## config.mk

```make
export PLATFORM = sky130hd
export DESIGN_NAME = uart_cmd_decoder
export DESIGN_NICKNAME = d
export VERILOG_FILES = /design/src/rtl/uart_cmd_decoder.sv
export SDC_FILE = /design/constraint.sdc
export NUM_CORES = 1
export LEC_CHECK = 0
export ABC_CLOCK_PERIOD_IN_PS = 3900
export CORE_MARGIN = 1.5
export CORE_UTILIZATION = 45
export DETAILED_ROUTE_END_ITERATION = 6
export PLACE_DENSITY = 0.73
export SYNTH_ARGS = -nofsm -noshare
export SYNTH_HDL_FRONTEND = slang
export SYNTH_SLANG_ARGS = --single-unit
```

## constraint.sdc

```tcl
create_clock -name clk -period 3.9 [get_ports clk]
set_input_delay 0.78 -clock clk [delete_from_list [all_inputs] [get_ports clk]]
set_output_delay 0.78 -clock clk [all_outputs]
set_load 0.01 [all_outputs]
```

## src/rtl/uart_cmd_decoder.sv

```systemverilog
// uart_cmd_decoder: checks each received 8-byte UART frame (header, additive checksum, opcode)
// and turns it into a register-write request or a start/stop pulse; rejected frames are counted.
module uart_cmd_decoder #(
    parameter int         RX_DATA_BYTE_WIDTH = 8,
    parameter logic [7:0] HEADER             = 8'hA5,
    parameter logic [7:0] OP_WRITE           = 8'h01,
    parameter logic [7:0] OP_START           = 8'h02,
    parameter logic [7:0] OP_STOP            = 8'h03
) (
    input  logic                            clk,
    input  logic                            rst,
    input  logic [RX_DATA_BYTE_WIDTH*8-1:0] rx_data,
    input  logic                            rx_rdy,
    output logic                            rx_ack,
    output logic                            cmd_vld,
    input  logic                            cmd_rdy,
    output logic [7:0]                      cmd_addr,
    output logic [31:0]                     cmd_data,
    output logic                            start_pulse,
    output logic                            stop_pulse,
    output logic                            busy,
    output logic [7:0]                      err_cnt,
    output logic [1:0]                      err_code
);
    localparam int FW = RX_DATA_BYTE_WIDTH * 8;

    typedef enum logic [1:0] {IDLE, SUM, CHECK, CMD} state_e;

    state_e        state_q, state_d;
    logic [FW-1:0] frame_q, frame_d;
    logic [7:0]    sum_q, sum_d;
    logic [2:0]    idx_q, idx_d;
    logic          rx_ack_q, rx_ack_d;
    logic          cmd_vld_q, cmd_vld_d;
    logic [7:0]    cmd_addr_q, cmd_addr_d;
    logic [31:0]   cmd_data_q, cmd_data_d;
    logic          start_q, start_d;
    logic          stop_q, stop_d;
    logic [7:0]    err_cnt_q, err_cnt_d;
    logic [1:0]    err_code_q, err_code_d;
    logic [7:0]    cur_byte, op;
    logic [1:0]    rej;

    // byte idx lives at bit offset 8*(7-idx), and ~idx equals 7-idx for a 3-bit index
    assign cur_byte = frame_q[{~idx_q, 3'b000} +: 8];
    assign op       = frame_q[FW-9 -: 8];
    assign rej      = frame_q[FW-1 -: 8] != HEADER ? 2'b01 :
                      sum_q != frame_q[7:0]        ? 2'b10 :
                      (op != OP_WRITE && op != OP_START && op != OP_STOP) ? 2'b11 : 2'b00;

    always_comb begin
        state_d    = state_q;
        frame_d    = frame_q;
        sum_d      = sum_q;
        idx_d      = idx_q;
        rx_ack_d   = 1'b0;
        cmd_vld_d  = cmd_vld_q;
        cmd_addr_d = cmd_addr_q;
        cmd_data_d = cmd_data_q;
        start_d    = 1'b0;
        stop_d     = 1'b0;
        err_cnt_d  = err_cnt_q;
        err_code_d = err_code_q;
        case (state_q)
            IDLE: if (rx_rdy) begin
                frame_d  = rx_data;
                rx_ack_d = 1'b1;
                sum_d    = 8'd0;
                idx_d    = 3'd0;
                state_d  = SUM;
            end
            SUM: begin
                sum_d   = sum_q + cur_byte;
                idx_d   = idx_q + 3'd1;
                state_d = idx_q == 3'd6 ? CHECK : SUM;
            end
            CHECK: begin
                state_d = IDLE;
                if (rej != 2'b00) begin
                    err_cnt_d  = err_cnt_q == 8'hFF ? err_cnt_q : err_cnt_q + 8'd1;
                    err_code_d = rej;
                end else if (op == OP_WRITE) begin
                    state_d    = CMD;
                    cmd_vld_d  = 1'b1;
                    cmd_addr_d = frame_q[FW-17 -: 8];
                    cmd_data_d = frame_q[FW-25 -: 32];
                end else begin
                    start_d = op == OP_START;
                    stop_d  = op == OP_STOP;
                end
            end
            CMD: if (cmd_rdy) begin
                cmd_vld_d = 1'b0;
                state_d   = IDLE;
            end
            default: state_d = IDLE;
        endcase
    end

    always_ff @(posedge clk) begin
        if (rst) begin
            state_q    <= IDLE;
            frame_q    <= '0;
            sum_q      <= '0;
            idx_q      <= '0;
            rx_ack_q   <= 1'b0;
            cmd_vld_q  <= 1'b0;
            cmd_addr_q <= '0;
            cmd_data_q <= '0;
            start_q    <= 1'b0;
            stop_q     <= 1'b0;
            err_cnt_q  <= '0;
            err_code_q <= '0;
        end else begin
            state_q    <= state_d;
            frame_q    <= frame_d;
            sum_q      <= sum_d;
            idx_q      <= idx_d;
            rx_ack_q   <= rx_ack_d;
            cmd_vld_q  <= cmd_vld_d;
            cmd_addr_q <= cmd_addr_d;
            cmd_data_q <= cmd_data_d;
            start_q    <= start_d;
            stop_q     <= stop_d;
            err_cnt_q  <= err_cnt_d;
            err_code_q <= err_code_d;
        end
    end

    assign rx_ack      = rx_ack_q;
    assign cmd_vld     = cmd_vld_q;
    assign cmd_addr    = cmd_addr_q;
    assign cmd_data    = cmd_data_q;
    assign start_pulse = start_q;
    assign stop_pulse  = stop_q;
    assign busy        = state_q != IDLE;
    assign err_cnt     = err_cnt_q;
    assign err_code    = err_code_q;
endmodule

```

; Yosys cells after proc, flatten, opt, wreduce, memory -nomap -nowiden
; Index checks and enable logic that the tools add are counted.
[word_totals]
output_inout_bits = 55
reg_bits = 131
input_bits = 68
word_cells = 72
[classes]
mux = 18
bitwise_logic = 5
n_eq_ne = 17
reduce_logical = 16
n_addsub = 3
shift = 1
[ops]
columns = op, count
row1 = 64-bit by 7-bit indexed part select with 8-bit output, 1
row2 = 8-bit by 2-bit equality test with 1-bit output (second input constant), 2
row3 = 2-bit two-way mux, 8
row4 = 8-bit by 2-bit inequality test with 1-bit output (second input constant), 2
row5 = 8-bit one-hot mux with 2 select lines, 1
row6 = 8-bit by 1-bit adder with 8-bit output (second input constant), 1
row7 = 8-bit adder, 1
row8 = 8-bit by 1-bit equality test with 1-bit output (second input constant), 1
row9 = 8-bit equality test (second input constant), 1
row10 = 8-bit two-way mux, 1
row11 = 2-bit inequality test (second input constant), 4
row12 = 8-bit by 1-bit inequality test with 1-bit output (second input constant), 1
row13 = 8-bit inequality test, 1
row14 = 8-bit inequality test (second input constant), 1
row15 = 2-bit one-hot mux with 4 select lines, 1
row16 = 2-bit AND reduction, 4
row17 = 2-bit nonzero test, 4
row18 = 3-bit one-hot mux with 2 select lines, 1
row19 = 3-bit AND reduction, 2
row20 = 2-bit equality test (second input constant), 2
row21 = 1-bit two-way mux, 4
row22 = 1-bit NOT, 4
row23 = 4-bit AND reduction, 1
row24 = 4-bit OR reduction, 1
row25 = 9 further kinds, 10

; Depth between registers and ports, before layout
; Gate-level depths: netlist of run 1.
[depth]
depth_word = 9
ltp_mapped = 12
mapped_depth_nobuf = 10

; Worst setup path after synthesis of run 1
; Ideal clock, no wire load.
[synth_path]
path_kind = reg-to-reg
start = register idx_q[0]
end = register sum_q[7]
arrival_ns = 3.148
slack_ns = 0.678
setup_ns = 0.074
required_ns = 3.826
synth_period_minus_slack_ns = 3.222
n_path_buf = 2
path_stages_with_launch = 12
path_cell_list = dfxtp_1 clkbuf_1 buf_2 mux4_2 mux2_2 ha_1 a21oi_1 o211ai_1 o41ai_1 xnor2_1 or3_1 a31oi_1
[synth_between]
elab_chain_cells = 4
[synth_rtl]
columns = element, line_no
row1 = "start, declared", 32  ; logic [2:0] idx_q, idx_d;
row2 = "start signal, assigned", 118  ; idx_q <= idx_d;
row3 = 3-bit NOT, 45  ; assign cur_byte = frame_q[{~idx_q, 3'b000} +: 8];
row4 = 64-bit by 7-bit indexed part select with 8-bit output, 45
row5 = 8-bit adder, 73  ; sum_d = sum_q + cur_byte;
row6 = 8-bit one-hot mux with 2 select lines, 64  ; case (state_q)
row7 = "end signal, assigned", 117  ; sum_q <= sum_d;
row8 = "end, declared", 31  ; logic [7:0] sum_q, sum_d;
; No other way between the ends.
; A chain may end at the register's enable or synchronous reset.

; Worst setup path after layout of run 1
; Ends and elaborated chain as after synthesis.

==> results.yml, run 1 <==
logic_synthesis:
  synth-edff-count: 0
  yosysWarningCount: 0
  ys_top_cells_by_area: "dfxtp_1, nand2_1, a21oi_1"
  async_reset_ff_share_pct: 0
  synth_largest_area_cell: "dfxtp_1"
  ys.flop_type: "dfxtp_1"
  synth_cells: 668
  yosysTopAreaCellShare_pct: 46.85
  synth_area_mm2: 0.005598
  synth_seq_cells: 131
  yosysUniqueCellTypes: 45
  avgSynthCellArea_um2: 8.380
  synth_seq_area_share_pct: 46.85
  synth_fp_nets: 747
placed_design:
  gp_congestion: 0.8578
  hpwl_um: 10510
  portBuffers: 122
  dp_slack_ps: 539.0
  dp_cells: 919
power_and_ir_drop:
  power_switching_mw: 0.7465
  p_seq_share_pct: 44.3
  power.internal_mw: 2.493
  power_density_mw_per_mm2: 434.1
  ir_worst_vdd_mv: 0.2761
  p_sw_share_pct: 23.04
  pwr-share-comb_pct: 8.6
  cellLeakagePower_nw: 2.645
  clockPowerShare_pct: 47.1
timing:
  min_period_over_period_pct: 86.62
  period_needed_ps: 3378
  tns_ps: 0
  tightest_slew_ps: 974.6
  rsz0062_at_grt: "false"
  hold_ws_ps: 450.2
  max_freq_mhz: 296.0
  hold_violations: 0
  setup-violations-final: 0
  finalClockSkew_ps: 6.474
  drv_slew: 0
  setup_ws_ps: 521.7
  relSlewSlack_pct: 35.03
grt:
  grt_pass1_vias: 4885
  grt_overflow: 0
  antenna_found_initial: 0
  grt_pass1_wl_um: 24210
  met2_usage_pct: 40.20
  grt_util_met3_pct: 5.241
  grt_util_met1_pct: 30.86
  track_usage_pct: 23.90
  grt_max_degree: 96
  top_usage_layer: "met2"
detailed_routing:
  wirelength_um: 15040
  vias_per_cell: 5.301
  first_pass_iters: 5
  route.detailed.drc: 0
  wl_per_cell_um: 15.83
  drtIter0Drc: 465
  antenna_left: 0
  vias: 5036
cells_and_area:
  area_growth_syn_to_layout_pct: 33.33
  multi_input_area_mm2: 0.002753
  nets: 849
  regArea_mm2: 0.002623
  stdcell_count: 950
  n_fill_cell: 1019
  drive_above_1_share_pct: 8.696
  diodes: 0
worst_setup_path:
  crit_buf_inv: 0
  worstPathRequired_ps: 4230
  cp_slowest_cell: "dfxtp_1"
  cp-start-kind: "flip-flop"
  crit_arrival_ps: 3710
  path_cells: "mux4_2, mux2_2, ha_1, a21oi_1, o211ai_1, o41ai_1, xnor2_1, or3_1, a31oi_1"
  crit_type: "flip-flop to flip-flop"
  reg2reg_setup_slack_ps: 520
  cp_max_fo: 12
  crit_family: "multiplexers"
  critPathMaxStageDelay_ps: 760
  end_kind: "flip-flop"
cts:
  cts_root_buf: "clkbuf_16"
  cts_tree: "done"
  post_cts_buffers: 0
  cts_resized: 0
  cts_hold_buffers: 0
  clkTransAtPathRegs_ps: 50
  numCtsBuffers: 17
  cts_sinks: 131
  htreeDepth: 4
  clock_latency_ps: 410
  clockBufferDepth: 2
die:
  fp.coreArea_mm2: 0.01206
  start_util_pct: 46.41
  fp-row-count: 40
  die_area_mm2: 0.01312
  die_h_um: 114.5
  die_w_um: 114.5
  io_pins: 123
job:
  maxCapViolations: 0
outcome:
  status: "complete, no violations"
hold_path:
  hold_class: "flip-flop to flip-flop"
[sequential cells by signal, summed over array words and instances (netlist names)]
register,flops
cmd_vld,1
frame_q,64
state_q,2
sum_q,8
rx_ack,1
cmd_addr,8
cmd_data,32
err_cnt,8
idx_q,3
start_pulse,1
err_code,2
stop_pulse,1
[metrics by stage]
step | util, % | area, µm² | total power, mW
global placement | 57.16 | 6894 | 1.735
detailed placement | 57.16 | 6894 | 1.742
floorplan | - | 5598 | 1.611
finish | 61.88 | 7463 | 3.240
global route | 61.88 | 7463 | 3.359
CTS | 61.88 | 7463 | 3.259
[synth_stat cells (3+ instances only)]
| library cell | number |
|---|---|
| buf_2 | 9 |
| xor2_1 | 4 |
| xnor2_1 | 14 |
| o21ai_0 | 3 |
| mux2_2 | 7 |
| ha_1 | 10 |
| buf_1 | 7 |
| inv_1 | 8 |
| dfxtp_1 | 131 |
| nand3_1 | 13 |
| or3_1 | 3 |
| and3_1 | 3 |
| nor2b_1 | 3 |
| nand4_1 | 5 |
| mux4_2 | 16 |
| a21oi_1 | 119 |
| nand2_1 | 223 |
| nor2_1 | 20 |
| clkbuf_1 | 28 |
| nor3_1 | 7 |
[kinds of logic (layout without fill, tap and decap cells)]
family	Yosys count	in the layout	synth area share [%]
fa+ha+maj	11	11	2.593
mux	26	26	8.404
simple gates	288	288	21.48
buf+inv	55	169	4.157
xor+xnor	18	18	2.816
compound gates	139	139	13.70
flops	131	131	46.85
[final timing paths]
kind | from | endpoint | cells after the start
setup / recovery | idx_q[0] | sum_q[7] | 9
hold / removal | cmd_data[11] | cmd_data[11] | 2
setup reg to reg | idx_q[0] | sum_q[7] | 9
hold reg to reg | cmd_data[11] | cmd_data[11] | 2
[layer usage]
metal  part of all wire (%)  up-vias
met5                      0        -
met4                    1.1        0
met3                    6.7       15
met2                     50      183
met1                     42     2383
li1                       -     2455
[final cells by class]
class / count / area share (%)
multi-input cells: 482 / 36.88
flip-flops and latches: 131 / 35.14
repair buffers: 130 / 17.13
clock buffers: 22 / 6.220
well taps: 168 / 2.816
clock inverters: 9 / 1.408
inverters: 8 / 0.4023
[tightest hold or removal path: cells and delay by family (launching register included)]
family	cells	cell delay (ps)
DFF	1	300
and+or+nand+nor	1	50
AOI/OAI and AO/OA	1	50
[placed cells by master (no fill, tap or decap), types with 3 or more instances in the layout]
master and instances:
a21oi_1 119, nand4_1 5, mux2_2 7, nor2_1 20, dfxtp_1 131, clkbuf_1 3
nand3_1 13, nand2_1 222, nor3_1 7, nor2b_1 3, xnor2_1 14, ha_1 10
xor2_1 4, clkdlybuf4s50_1 121, mux4_2 16, clkinv_2 4, clkbuf_16 17, o21ai_0 3
buf_4 9, inv_1 8, and3_1 3, or3_1 3
[power groups by stage]
stage	logic [mW]	clock network (mW)	registers, mW
2_1_floorplan	0.174	0	1.44
3_3_place_gp	0.272	0	1.46
3_5_place_dp	0.278	0	1.46
4_1_cts	0.280	1.54	1.44
5_1_grt	0.307	1.61	1.44
6_report	0.278	1.52	1.44
Note: power is estimated with default switching activity, not from simulation.
==> run 2: changes to the inputs <==
--- a/config.mk
+++ b/config.mk
@@ -6,10 +6,12 @@
 export NUM_CORES = 1
 export LEC_CHECK = 0
 export ABC_CLOCK_PERIOD_IN_PS = 3900
+export CAP_MARGIN = 10
 export CORE_MARGIN = 1.5
 export CORE_UTILIZATION = 45
 export DETAILED_ROUTE_END_ITERATION = 6
 export PLACE_DENSITY = 0.73
+export SETUP_SLACK_MARGIN = 0.02
 export SYNTH_ARGS = -nofsm -noshare
 export SYNTH_HDL_FRONTEND = slang
 export SYNTH_SLANG_ARGS = --single-unit
==> results of run 2 <==
Final layout, timing and power as in run 1 (identical DEF).
